<file path="src/rtl/adic_adder_pkg.sv">
// Shared definitions for the ADIC adder family: slice width, controller
// state encoding and a constant log2 helper for sizing counters.
package adic_adder_pkg;

    localparam int SLICE_W = 4;

    typedef enum logic [1:0] {
        IDLE = 2'd0,
        RUN  = 2'd1,
        DONE = 2'd2
    } state_t;

    // Bits needed to hold values 0..n-1; never returns less than 1.
    function automatic int clog2(input int n);
        int r;
        int x;
        r = 0;
        x = n - 1;
        while (x > 0) begin
            r = r + 1;
            x = x >> 1;
        end
        if (r == 0) r = 1;
        return r;
    endfunction

endpackage

</file>
<file path="src/rtl/add4_slice.sv">
// Combinational 4-bit ripple-carry slice reused once per nibble by the
// serial adder controller.
module add4_slice
    import adic_adder_pkg::*;
(
    input  logic [SLICE_W-1:0] a4,
    input  logic [SLICE_W-1:0] b4,
    input  logic               ci,
    output logic [SLICE_W-1:0] s4,
    output logic               co
);

    logic [SLICE_W:0] c;

    // Bitwise carry chain through the slice.
    always_comb begin
        c    = '0;
        s4   = '0;
        c[0] = ci;
        for (int i = 0; i < SLICE_W; i++) begin
            s4[i]  = a4[i] ^ b4[i] ^ c[i];
            c[i+1] = (a4[i] & b4[i]) | (c[i] & (a4[i] ^ b4[i]));
        end
        co = c[SLICE_W];
    end

endmodule

</file>
<file path="src/rtl/nibble_serial_adder_ctrl.sv">
// Serial WIDTH-bit adder: one add4_slice is time-multiplexed over the
// operand nibbles, LSB first, with the carry held in a register between
// cycles. Valid/ready on both the operand and result side.
// Optional subtract mode is enabled by defining NIBBLE_SERIAL_SUB_EN,
// which adds a 'sub' input sampled together with the operands.
//
//   state | meaning
//   ------+-----------------------------------------------------------
//   IDLE  | waiting for operands; in_ready high
//   RUN   | one nibble added per clock; idx counts slices done
//   DONE  | result held on sum/cout with out_valid until out_ready
module nibble_serial_adder_ctrl
    import adic_adder_pkg::*;
#(
    parameter int WIDTH = 16
) (
    input  logic             clk,
    input  logic             rst_n,
    input  logic             in_valid,
    output logic             in_ready,
    input  logic [WIDTH-1:0] a,
    input  logic [WIDTH-1:0] b,
    input  logic             cin,
`ifdef NIBBLE_SERIAL_SUB_EN
    input  logic             sub,
`endif
    output logic             out_valid,
    input  logic             out_ready,
    output logic [WIDTH-1:0] sum,
    output logic             cout,
    output logic             busy
);

    localparam int NSLICE = WIDTH / SLICE_W;
    localparam int IDX_W  = clog2(NSLICE);
    localparam logic [IDX_W-1:0] IDX_LAST = IDX_W'(NSLICE - 1);

    generate
        if ((WIDTH % SLICE_W) != 0 || WIDTH < 8) begin : g_bad_width
            $error("nibble_serial_adder_ctrl: WIDTH must be a multiple of 4 and >= 8");
        end
    endgenerate

    state_t             state;
    logic [IDX_W-1:0]   idx;
    logic               carry;
    logic [WIDTH-1:0]   a_reg;
    logic [WIDTH-1:0]   b_reg;
    logic [WIDTH-1:0]   res_reg;
    logic               cout_reg;
    logic               out_valid_reg;

    logic [SLICE_W-1:0] slice_s;
    logic               slice_co;
    logic [WIDTH-1:0]   b_eff;
    logic               cin_eff;

    // Subtraction stores the inverted B operand and seeds the carry with 1.
`ifdef NIBBLE_SERIAL_SUB_EN
    assign b_eff   = sub ? ~b : b;
    assign cin_eff = sub ? 1'b1 : cin;
`else
    assign b_eff   = b;
    assign cin_eff = cin;
`endif

    add4_slice u_slice (
        .a4 (a_reg[SLICE_W-1:0]),
        .b4 (b_reg[SLICE_W-1:0]),
        .ci (carry),
        .s4 (slice_s),
        .co (slice_co)
    );

    // Ready only when out of reset and idle, so it drops with rst_n at once.
    assign in_ready  = rst_n && (state == IDLE);
    assign busy      = (state != IDLE);
    assign out_valid = out_valid_reg;
    assign sum       = res_reg;
    assign cout      = cout_reg;

    // Controller FSM, slice counter and operand/result shift registers.
    always_ff @(posedge clk or negedge rst_n) begin
        if (!rst_n) begin
            state         <= IDLE;
            idx           <= '0;
            carry         <= 1'b0;
            a_reg         <= '0;
            b_reg         <= '0;
            res_reg       <= '0;
            cout_reg      <= 1'b0;
            out_valid_reg <= 1'b0;
        end else begin
            case (state)
                IDLE: begin
                    if (in_valid) begin
                        a_reg <= a;
                        b_reg <= b_eff;
                        carry <= cin_eff;
                        idx   <= '0;
                        state <= RUN;
                    end
                end
                RUN: begin
                    a_reg   <= a_reg >> SLICE_W;
                    b_reg   <= b_reg >> SLICE_W;
                    res_reg <= {slice_s, res_reg[WIDTH-1:SLICE_W]};
                    carry   <= slice_co;
                    idx     <= idx + 1'b1;
                    if (idx == IDX_LAST) begin
                        state         <= DONE;
                        out_valid_reg <= 1'b1;
                        cout_reg      <= slice_co;
                    end
                end
                DONE: begin
                    if (out_ready) begin
                        out_valid_reg <= 1'b0;
                        state         <= IDLE;
                    end
                end
                default: begin
                    state <= IDLE;
                end
            endcase
        end
    end

endmodule

</file>
<file path="config.mk">
export PLATFORM = sky130hd
export DESIGN_NAME = nibble_serial_adder_ctrl
export DESIGN_NICKNAME = d
export VERILOG_FILES = /design/src/rtl/adic_adder_pkg.sv /design/src/rtl/add4_slice.sv /design/src/rtl/nibble_serial_adder_ctrl.sv
export SDC_FILE = /design/constraint.sdc
export NUM_CORES = 1
export LEC_CHECK = 0
export BUFFER_PORTS_ARGS = -buffer_cell sky130_fd_sc_hd__buf_2
export CORE_ASPECT_RATIO = 0.9
export CORE_MARGIN = 3
export CORE_UTILIZATION = 27
export CTS_CLUSTER_SIZE = 25
export DETAILED_ROUTE_END_ITERATION = 7
export PLACE_DENSITY_LB_ADDON = 0.3
export SETUP_SLACK_MARGIN = 0.5
export SLEW_MARGIN = 20
export SYNTH_ARGS = -nofsm -noshare
export SYNTH_HDL_FRONTEND = slang
export SYNTH_HIERARCHICAL = 1
export SYNTH_SLANG_ARGS = --single-unit
</file>
<file path="constraint.sdc">
create_clock -name clk -period 2 [get_ports clk]
set_input_delay 0.3 -clock clk [delete_from_list [all_inputs] [get_ports clk]]
set_output_delay 0.3 -clock clk [all_outputs]
set_load 0.05 [all_outputs]
</file>
==> qor.txt, run 1 <==
H-tree depth: 2
Initial Utilization: 28.1%
relative slew slack: 54.0%
Compound-Gate Fraction of Synth Area: 22.2%
Buf/Inv on CP: 4
unrepaired setup endpoints after global routing: yes
IO Pins: 57
post-route cell area: 3080 um2
CTS Buf Count: 5
startpoint type of the worst setup path: flip-flop
main combinational cell family by area after synthesis: compound AO/OA/AOI/OAI gates
slowest stage cell, crit path: dfrtp_1
Finish-stage setup viols: 2
Mapped Area: 2440 um2
Tmin final: 2.06 ns
Vias per Instance: 4.70
maximum clock rate: 485 MHz
WP data arrival: 2.32 ns
post-synthesis register bit count: 55
CTS root buf: clkbuf_8
Synth cell types: 27
M2 GR Usage: 19.5%
number of hold buffers added after cts: 0
vias in the first global route: 2019
Final WS setup: -0.0618 ns
multi-input logic area: 951 um2
die area: 10200 um2
delay-heaviest family, CP: adder cells
Finished Layout Cells: 426
post-synthesis mux area share: 0.461%
Final Hold Fails: 0
grt ovf: 0
final period utilization: 103%
GRT busiest layer: met2
clk_skew: 0.00353 ns
Register Area: 1380 um2
Total Routing Usage GR: 12.8%
clk buf depth: 2
CORE AREA: 8690 um2
Clock Latency Late Sink: 0.31 ns
syn avg cell area: 10.1 um2
Cell Area, Placed: 2880 um2
Mapped Cells: 243
Post-Synth Simple-Gate Area: 11.4%
row count: 32
Fillers: 910
pin count of the biggest net entering global routing: 56
GP Congestion: 0.749
syn_nets: 285
nets@finish: 348
post-synthesis adder-cell area fraction: 3.79%
worst vdd ir: 0.893 mV
total power: 0.00583 W
outcome: finished, violations left
global-route wire length before repair: 10.4 mm
Max Cap Viol: 0
Die Ht: 96.2 um
crit-path max FO: 2
critical path type: reg2reg
Hold/Removal Path Class: in2reg
Area growth, synth to finish: 26.1%
port bufs: 56
routed len/inst: 14.3 um
DIE WIDTH: 106 um
DRC viols: 0
Tightest Pin Transition: 0.690 ns
DR vias: 2003
antenna cells: 0
CTS tree: built
Worst path max stage delay: 0.41 ns
XOR/XNOR share of the synthesized area: 0%
CP endpoint kind: flip-flop
Max Slew Vio Count: 0
met3 usage: 3.22%
CP Data Required Time: 2.25 ns
DR pass1 iterations: 4
synth warn: 6
CP Cell Sequence: fa_2 > inv_2 > fa_2 > inv_2 > fa_2 > inv_2 > fa_1 > inv_1 > nand2_1 > nand2_1
Pwr Density: 1890 nW/um2
clock sink count: 55
antenna-violating nets left: 0
share of cells above drive strength 1: 31.6%
initial antenna violation count: 0
DRT Wirelength: 6.10 mm
sequential-to-total area share from yosys stat: 56.4%
met1 Track Usage GR: 18.3%
placed cell count: 414
leak pwr: 1.48 nW
DRT iter0 DRCs: 138
post-detail-place hpwl: 4.19 mm
failing checks: setup timing
Reg clk slew, reported paths: 0.10 ns
## through the flow
stage	setup TNS, ns	hold slack [ns]	setup slack, ns	util, %
finish	-0.0871	0.173	-0.0618	35.4
global route	-0.260	0.172	-0.132	35.4
CTS	-0.111	0.161	-0.0737	35.3
detailed placement	-0.0850	0.458	-0.0557	33.2
global placement	-0.0498	0.452	-0.0399	33.2
floorplan	-0.0135	0.00441	-0.0135	-
## kinds of logic (layout without fill, tap and decap cells)
kind of cell    count (synthesis)  count (layout)
mux                             1               1
compound gates                 86              86
fa+ha+maj                       5               5
simple gates                   66              66
buf+inv                        30              94
flops                          55              55
## Yosys cell counts
master / number / share of area [%]
dfrtp_1: 55 / 56
nand2_1: 55 / 8.5
o22ai_1: 42 / 11
a21oi_1: 20 / 4.1
inv_1: 11 / 1.7
buf_2: 9 / 1.8
a2bb2oi_1: 8 / 2.9
o21ai_0: 8 / 1.6
buf_4: 5 / 1.5
a32o_1: 4 / 1.6
fa_1: 4 / 3.3
nand2b_1: 4 / 1.0
clkbuf_1: 3 / 0.46
nor2_1: 2 / 0.31
a22o_1: 1 / 0.36
and2_1: 1 / 0.26
clkinv_1: 1 / 0.15
ha_1: 1 / 0.51
inv_2: 1 / 0.15
mux2_1: 1 / 0.46
nor2_2: 1 / 0.26
nor2_4: 1 / 0.46
nor2b_1: 1 / 0.26
nor2b_2: 1 / 0.36
o21ai_1: 1 / 0.20
o21bai_1: 1 / 0.31
o31ai_1: 1 / 0.31
## final cells by class
type                       instances  share of cell area [%]
clock buffer                       6                    2.36
clock inverter                     2                    1.95
inverter                          13                    1.67
multi-input combinational        158                    30.9
sequential                        55                    44.7
tap                              119                    4.84
timing repair buffer              73                    13.6
## final timing paths
| path | startpoint | slack, ns | endpoint | cells past startpoint |
|---|---|---|---|---|
| min | out_ready | 0.17 | state[1] | 2 |
| max in group asynchronous | rst_n | 1.27 | state[1] | 2 |
| max | carry | -0.06 | sum[15] | 10 |
| min in group asynchronous | rst_n | 0.23 | sum[4] | 2 |
| min reg2reg | sum[0] | 0.47 | sum[0] | 2 |
| max reg2reg | carry | -0.06 | sum[15] | 10 |
## report_power, final
group / switching [W] / internal (W)
clock: 0.000366 / 0.000501
sequential: 0.000374 / 0.00164
combinational: 0.00186 / 0.00109
total: 0.00260 / 0.00323
## worst reg2reg max path: cells and delay by family (launching register included)
kind	cells	cell delay (ns)
fa+ha+maj	4	1.28
simple gates	2	0.10
buf+inv	4	0.22
flops	1	0.41
## layer usage
layer	vias up	part of all wire (%)	routed length, um
li1	987	-	-
met1	961	49	3020
met2	50	44	2700
met3	5	5.8	352
met4	0	0.59	36
met5	-	0	0
## cells in the final DEF (no fill, tap or decap)
cell / count
a32o_1: 4
bufinv_16: 2
nor2_2: 1
fa_1: 1
o22ai_1: 41
buf_2: 55
and2_4: 1
o21ai_0: 8
inv_1: 6
ha_1: 1
nor2b_2: 1
a22o_1: 1
nor2b_1: 1
a2bb2oi_1: 8
mux2_4: 1
dfrtp_1: 54
a21oi_1: 20
nand2b_1: 4
clkinv_1: 1
o22ai_2: 1
dfrtp_2: 1
buf_4: 17
clkbuf_1: 1
nor2_4: 2
clkbuf_8: 5
inv_4: 1
o31ai_1: 1
fa_2: 3
nor2_1: 1
o21ai_1: 1
o21bai_1: 1
inv_2: 5
buf_8: 1
nand2_1: 55
## timing repair
item / in CTS / in global routing
resized for setup: 9 / 4
setup endpoints to repair: 6 / 6
pin swaps: 2 / 3
setup buffers: 4 / 0
No activity file was read; power rests on OpenSTA's default activity.
==> run 2: changes to the inputs <==
- CELL_PAD_IN_SITES_DETAIL_PLACEMENT: unset -> 1
- CELL_PAD_IN_SITES_GLOBAL_PLACEMENT: unset -> 2
- GPL_TIMING_DRIVEN: unset -> 0
==> qor.txt, run 2 (synthesis results as in run 1) <==
most common cell after layout, fill and taps aside: buf_2
Vias per Instance: 4.80 (+2.1%)
startpoint type of the worst setup path: flip-flop
antenna-violating nets left: 0 (unchanged)
Clock Latency Late Sink: 0.31 ns (about the same)
initial antenna violation count: 0 (unchanged)
Final Util: 35.7% (+0.26 points)
unrepaired setup endpoints after global routing: yes
DRC viols: 0 (unchanged)
clk_skew: 0.0145 ns (+0.0110 ns)
final period utilization: 104% (+1.1 points)
H-tree depth: 2 (unchanged)
maximum clock rate: 480 MHz (-1.1%)
Pwr Density: 1890 nW/um2 (-0.29%)
GP Congestion: 0.747 (-0.17%)
Final WS setup: -0.0845 ns (-0.0227 ns)
Tmin final: 2.08 ns (+0.0227 ns)
CTS Buf Count: 5 (unchanged)
failing checks: hold timing, setup timing
clock sink count: 55 (unchanged)
Area growth, synth to finish: 27.0%
DP Worst Slack: -0.111 ns (-0.0554 ns)
Worst path max stage delay: 0.42 ns (about the same)
clk buf depth: 2 (unchanged)
critical path type: reg2reg
Final Hold Fails: 55 (+55)
Hold/Removal Path Class: in2async
Finish-stage setup viols: 2 (unchanged)
CTS root buf: clkbuf_8
CP Cell Sequence: fa_2 > inv_2 > fa_2 > inv_2 > fa_2 > inv_2 > fa_1 > inv_2 > mux2_1
antenna cells: 0 (unchanged)
most frequent cells in the layout: buf_2 (60), dfrtp_1 (55), nand2_1 (54), o22ai_1 (42), a21oi_1 (20)
nets@finish: 355 (+2.0%)
Buf/Inv on CP: 4 (unchanged)
IO Pins: 57 (unchanged)
WP data arrival: 2.28 ns (-0.04 ns)
leak pwr: 1.49 nW (+1.2%)
Total Routing Usage GR: 13.9% (+1.1 points)
DRT Wirelength: 6.80 mm (+11%)
relative slew slack: 62.7% (+8.7 points)
slowest stage cell, crit path: dfrtp_1
Max Slew Vio Count: 0 (unchanged)
DRT iter0 DRCs: 52 (-62%)
delay-heaviest family, CP: adder cells
Reg clk slew, reported paths: 0.10 ns (about the same)
global-route wire length before repair: 11.3 mm (+8.9%)
placed cell count: 418 (+0.97%)
DIE WIDTH: 106 um (unchanged)
routed len/inst: 15.7 um (+9.6%)
hold slack final: -0.0595 ns (-0.233 ns)
Die Ht: 96.2 um (unchanged)
DR pass1 iterations: 4 (unchanged)
Initial Utilization: 28.1% (unchanged)
Finished Layout Cells: 433 (+1.6%)
outcome: finished, violations left
most used cell along the critical path: inv_2
crit-path max FO: 2 (unchanged)
row count: 32 (unchanged)
port bufs: 56 (unchanged)
worst vdd ir: 0.993 mV (+11%)
share of cells above drive strength 1: 33.1% (+1.5 points)
DR vias: 2079 (+3.8%)
CORE AREA: 8690 um2 (unchanged)
Cell Area, Placed: 2880 um2 (about the same)
Tightest Pin Transition: 0.559 ns (-0.131 ns)
vias in the first global route: 2171 (+7.5%)
post-route cell area: 3100 um2 (+0.73%)
post-detail-place hpwl: 4.76 mm (+13%)
Max Cap Viol: 0 (unchanged)
die area: 10200 um2 (unchanged)
CP endpoint kind: flip-flop
CP Data Required Time: 2.19 ns (-0.06 ns)
grt ovf: 0 (unchanged)
setup TNS: -0.165 ns (-0.0779 ns)
CTS tree: built
pin count of the biggest net entering global routing: 57 (+1.8%)
## run 2: layout make-up
cell class,count,area (um2)
plain buffers,17,109
fillers,1018,5590
flip-flops and latches,55,1380
clock buffers,5,68.8
inverters,13,48.8
repair buffers,63,359
well taps,119,149
multi-input cells,158,947
clock inverters,3,43.8
## run 2: final timing paths
kind | from | to | slack (ns) | cells past startpoint
worst min-delay path | rst_n | sum[0] | -0.06 | 1
worst max-delay path | carry | cout | -0.08 | 9
min in group clk | out_ready | state[1] | 0.19 | 2
worst max register to register | carry | cout | -0.08 | 9
worst min register to register | sum[3] | sum[3] | 0.48 | 2
max in group asynchronous | rst_n | carry | 1.69 | 1
## run 2: stage by stage
| step | hold WS [ns] | power [W] |
|---|---|---|
| 3_5_place_dp | 0.412 | 0.00494 |
| 2_1_floorplan | 0.00441 | 0.00414 |
| 3_3_place_gp | 0.452 | 0.00485 |
| 6_report | -0.0595 | 0.00586 |
| 4_1_cts | -0.0423 | 0.00590 |
| 5_1_grt | -0.0338 | 0.00638 |
## run 2: layer usage
| layer | GRT usage, % | share of wire [%] | up-vias | wire length (um) |
|---|---|---|---|---|
| li1 | - | - | 996 | - |
| met3 | 2.75 | 4.5 | 5 | 307 |
| met5 | 0 | 0 | - | 0 |
| met1 | 19.2 | 49 | 1030 | 3300 |
| met2 | 22.9 | 46 | 48 | 3150 |
| met4 | 2.59 | 0.66 | 0 | 45 |
## run 2: what timing repair did
item	4_1_cts	5_1_grt
setup endpoints to repair	7	19
gates resized for setup	16	7
buffers inserted	7	0
endpoints found under the hold margin	55	54
pin swaps	1	0
## run 2: where the power goes
part	switching, W	internal, W	leakage [nW]
clock	0.000390	0.000374	0.0581
sequential	0.000377	0.00164	0.667
combinational	0.00193	0.00115	0.769
==> run 3: changes to the inputs <==
- SKIP_LAST_GASP: unset -> 1
==> qor.txt, run 3 (synthesis results as in run 1) <==
Comb power frac: 52.4% (-0.2 points)
Finish-stage setup viols: 2 (unchanged)
Fillers: 1020 (+0.20%)
antenna cells: 0 (unchanged)
WP data arrival: 2.28 ns (about the same)
row count: 32 (unchanged)
worst r2r path cells: 9 (unchanged)
GP Congestion: 0.747 (unchanged)
grt ovf: 0 (unchanged)
nets@finish: 355 (unchanged)
r2r endpoint: cout
met1 Track Usage GR: 19.2% (unchanged)
vias in the first global route: 2171 (unchanged)
post-detail-place hpwl: 4.76 mm (unchanged)
IO Pins: 57 (unchanged)
routed len/inst: 15.7 um (about the same)
die area: 10200 um2 (unchanged)
CTS Buf Count: 5 (unchanged)
Initial Utilization: 28.1% (unchanged)
DR pass1 iterations: 4 (unchanged)
relative slew slack: 62.7% (unchanged)
leak pwr: 1.49 nW (-0.12%)
crit-path max FO: 2 (unchanged)
Total Routing Usage GR: 13.9% (unchanged)
net switching fraction of the power: 46.1% (about the same)
Worst R2R Start: carry
antenna-violating nets left: 0 (unchanged)
global-route wire length before repair: 11.3 mm (unchanged)
Reg clk slew, reported paths: 0.10 ns (about the same)
Register Area: 1380 um2 (unchanged)
final period utilization: 104% (about the same)
most frequent cells in the layout: buf_2 (60), nand2_1 (55), dfrtp_1 (55), o22ai_1 (42), a21oi_1 (20)
Tmin final: 2.08 ns (+0.0000464 ns)
most common cell after layout, fill and taps aside: buf_2
worst vdd ir: 0.952 mV (-4.2%)
maximum clock rate: 480 MHz (about the same)
DRC viols: 0 (unchanged)
Vias per Instance: 4.80 (about the same)
CTS tree: built
share of cells above drive strength 1: 32.8% (-0.32 points)
M2 GR Usage: 22.9% (unchanged)
unrepaired setup endpoints after global routing: yes
DRT Wirelength: 6.79 mm (about the same)
CP endpoint kind: flip-flop
GRT busiest layer: met2
H-tree depth: 2 (unchanged)
Final Hold Fails: 55 (unchanged)
initial antenna violation count: 0 (unchanged)
port bufs: 56 (unchanged)
hold slack final: -0.0595 ns (+0.00000400 ns)
R2R setup slack: -0.08 ns (about the same)
crit path to: cout
Seq pwr share: 34.5% (about the same)
Final Util: 35.6% (-0.072 points)
CP Data Required Time: 2.19 ns (about the same)
Die Ht: 96.2 um (unchanged)
multi-input logic area: 945 um2 (-0.26%)
Final WS setup: -0.0846 ns (-0.0000464 ns)
startpoint type of the worst setup path: flip-flop
met3 usage: 2.75% (unchanged)
CTS root buf: clkbuf_8
Tightest Pin Transition: 0.559 ns (-0.000000119 ns)
Max Cap Viol: 0 (unchanged)
clk_skew: 0.0145 ns (unchanged)
DRT iter0 DRCs: 52 (unchanged)
failing checks: hold timing, setup timing
DIE WIDTH: 106 um (unchanged)
Setup crit start: carry
clock power share: 13.1% (about the same)
clk buf depth: 2 (unchanged)
clock sink count: 55 (unchanged)
outcome: finished, violations left
critical path type: reg2reg
DR vias: 2078 (-0.048%)
Pwr Density: 1890 nW/um2 (-0.22%)
Area growth, synth to finish: 26.7%
Max Slew Vio Count: 0 (unchanged)
Int Pwr: 0.00315 W (-0.44%)
Hold/Removal Path Class: in2async
Clock Latency Late Sink: 0.31 ns (about the same)
CORE AREA: 8690 um2 (unchanged)
pin count of the biggest net entering global routing: 57 (unchanged)
net load switching power: 0.00269 W (-0.39%)
-- run 3: critical path, stage by stage, from the launching register on --
cell	delay, ns
dfrtp_1	0.42
fa_2	0.39
inv_2	0.06
fa_2	0.18
inv_2	0.04
fa_2	0.32
inv_2	0.06
fa_1	0.17
inv_2	0.05
mux2_1	0.28
-- run 3: timing repair --
action / CTS / global route
endpoints found under the hold margin: 55 / 54
setup endpoints to repair: 7 / 19
pin swaps: 1 / 0
setup buffers: 7 / 0
gates resized for setup: 15 / 7
-- run 3: how the worst min path moves through the flow --
stage,startpoint,end,slack [ns],cells after the start
floorplan,rst_n,a_reg[0],0.004,0
global placement,sum[2],sum[2],0.45,2
detailed placement,rst_n,sum[0],0.41,1
CTS,rst_n,b_reg[1],-0.04,1
global route,rst_n,sum[0],-0.03,1
finish,rst_n,sum[0],-0.06,1
-- run 3: stage by stage --
| step | cells | area, um2 | setup WS [ns] | total power [W] | setup TNS, ns |
|---|---|---|---|---|---|
| 5_1_grt | 433 | 3100 | -0.187 | 0.00636 | -0.472 |
| 4_1_cts | 433 | 3090 | -0.102 | 0.00589 | -0.189 |
| 3_3_place_gp | 418 | 2880 | -0.250 | 0.00485 | -0.412 |
| 6_report | 433 | 3100 | -0.0846 | 0.00584 | -0.165 |
| 3_5_place_dp | 418 | 2880 | -0.111 | 0.00494 | -0.221 |
| 2_1_floorplan | 243 | 2450 | -0.0135 | 0.00414 | -0.0135 |
-- run 3: area by class of cell --
cell class,count,area share (%)
buffer,17,3.52
clock buffer,5,2.22
clock inverter,3,1.41
inverter,13,1.58
multi-input combinational,158,30.5
sequential,55,44.5
tap,119,4.81
timing repair buffer,63,11.5
-- run 3: layer usage --
layer	routed length [um]	vias to the layer above	share of wire, %
met1	3290	1029	48
met3	308	5	4.5
met5	0	-	0
met2	3150	48	46
li1	-	996	-
met4	45	0	0.66
-- run 3: power by group through the flow --
stage	logic [W]	clock network (W)	registers, W
final	0.00306	0.000764	0.00202
after detailed placement	0.00288	0	0.00206
after floorplan	0.00163	0	0.00251
after CTS	0.00308	0.000788	0.00202
after global routing	0.00343	0.000834	0.00210
after global placement	0.00281	0	0.00204
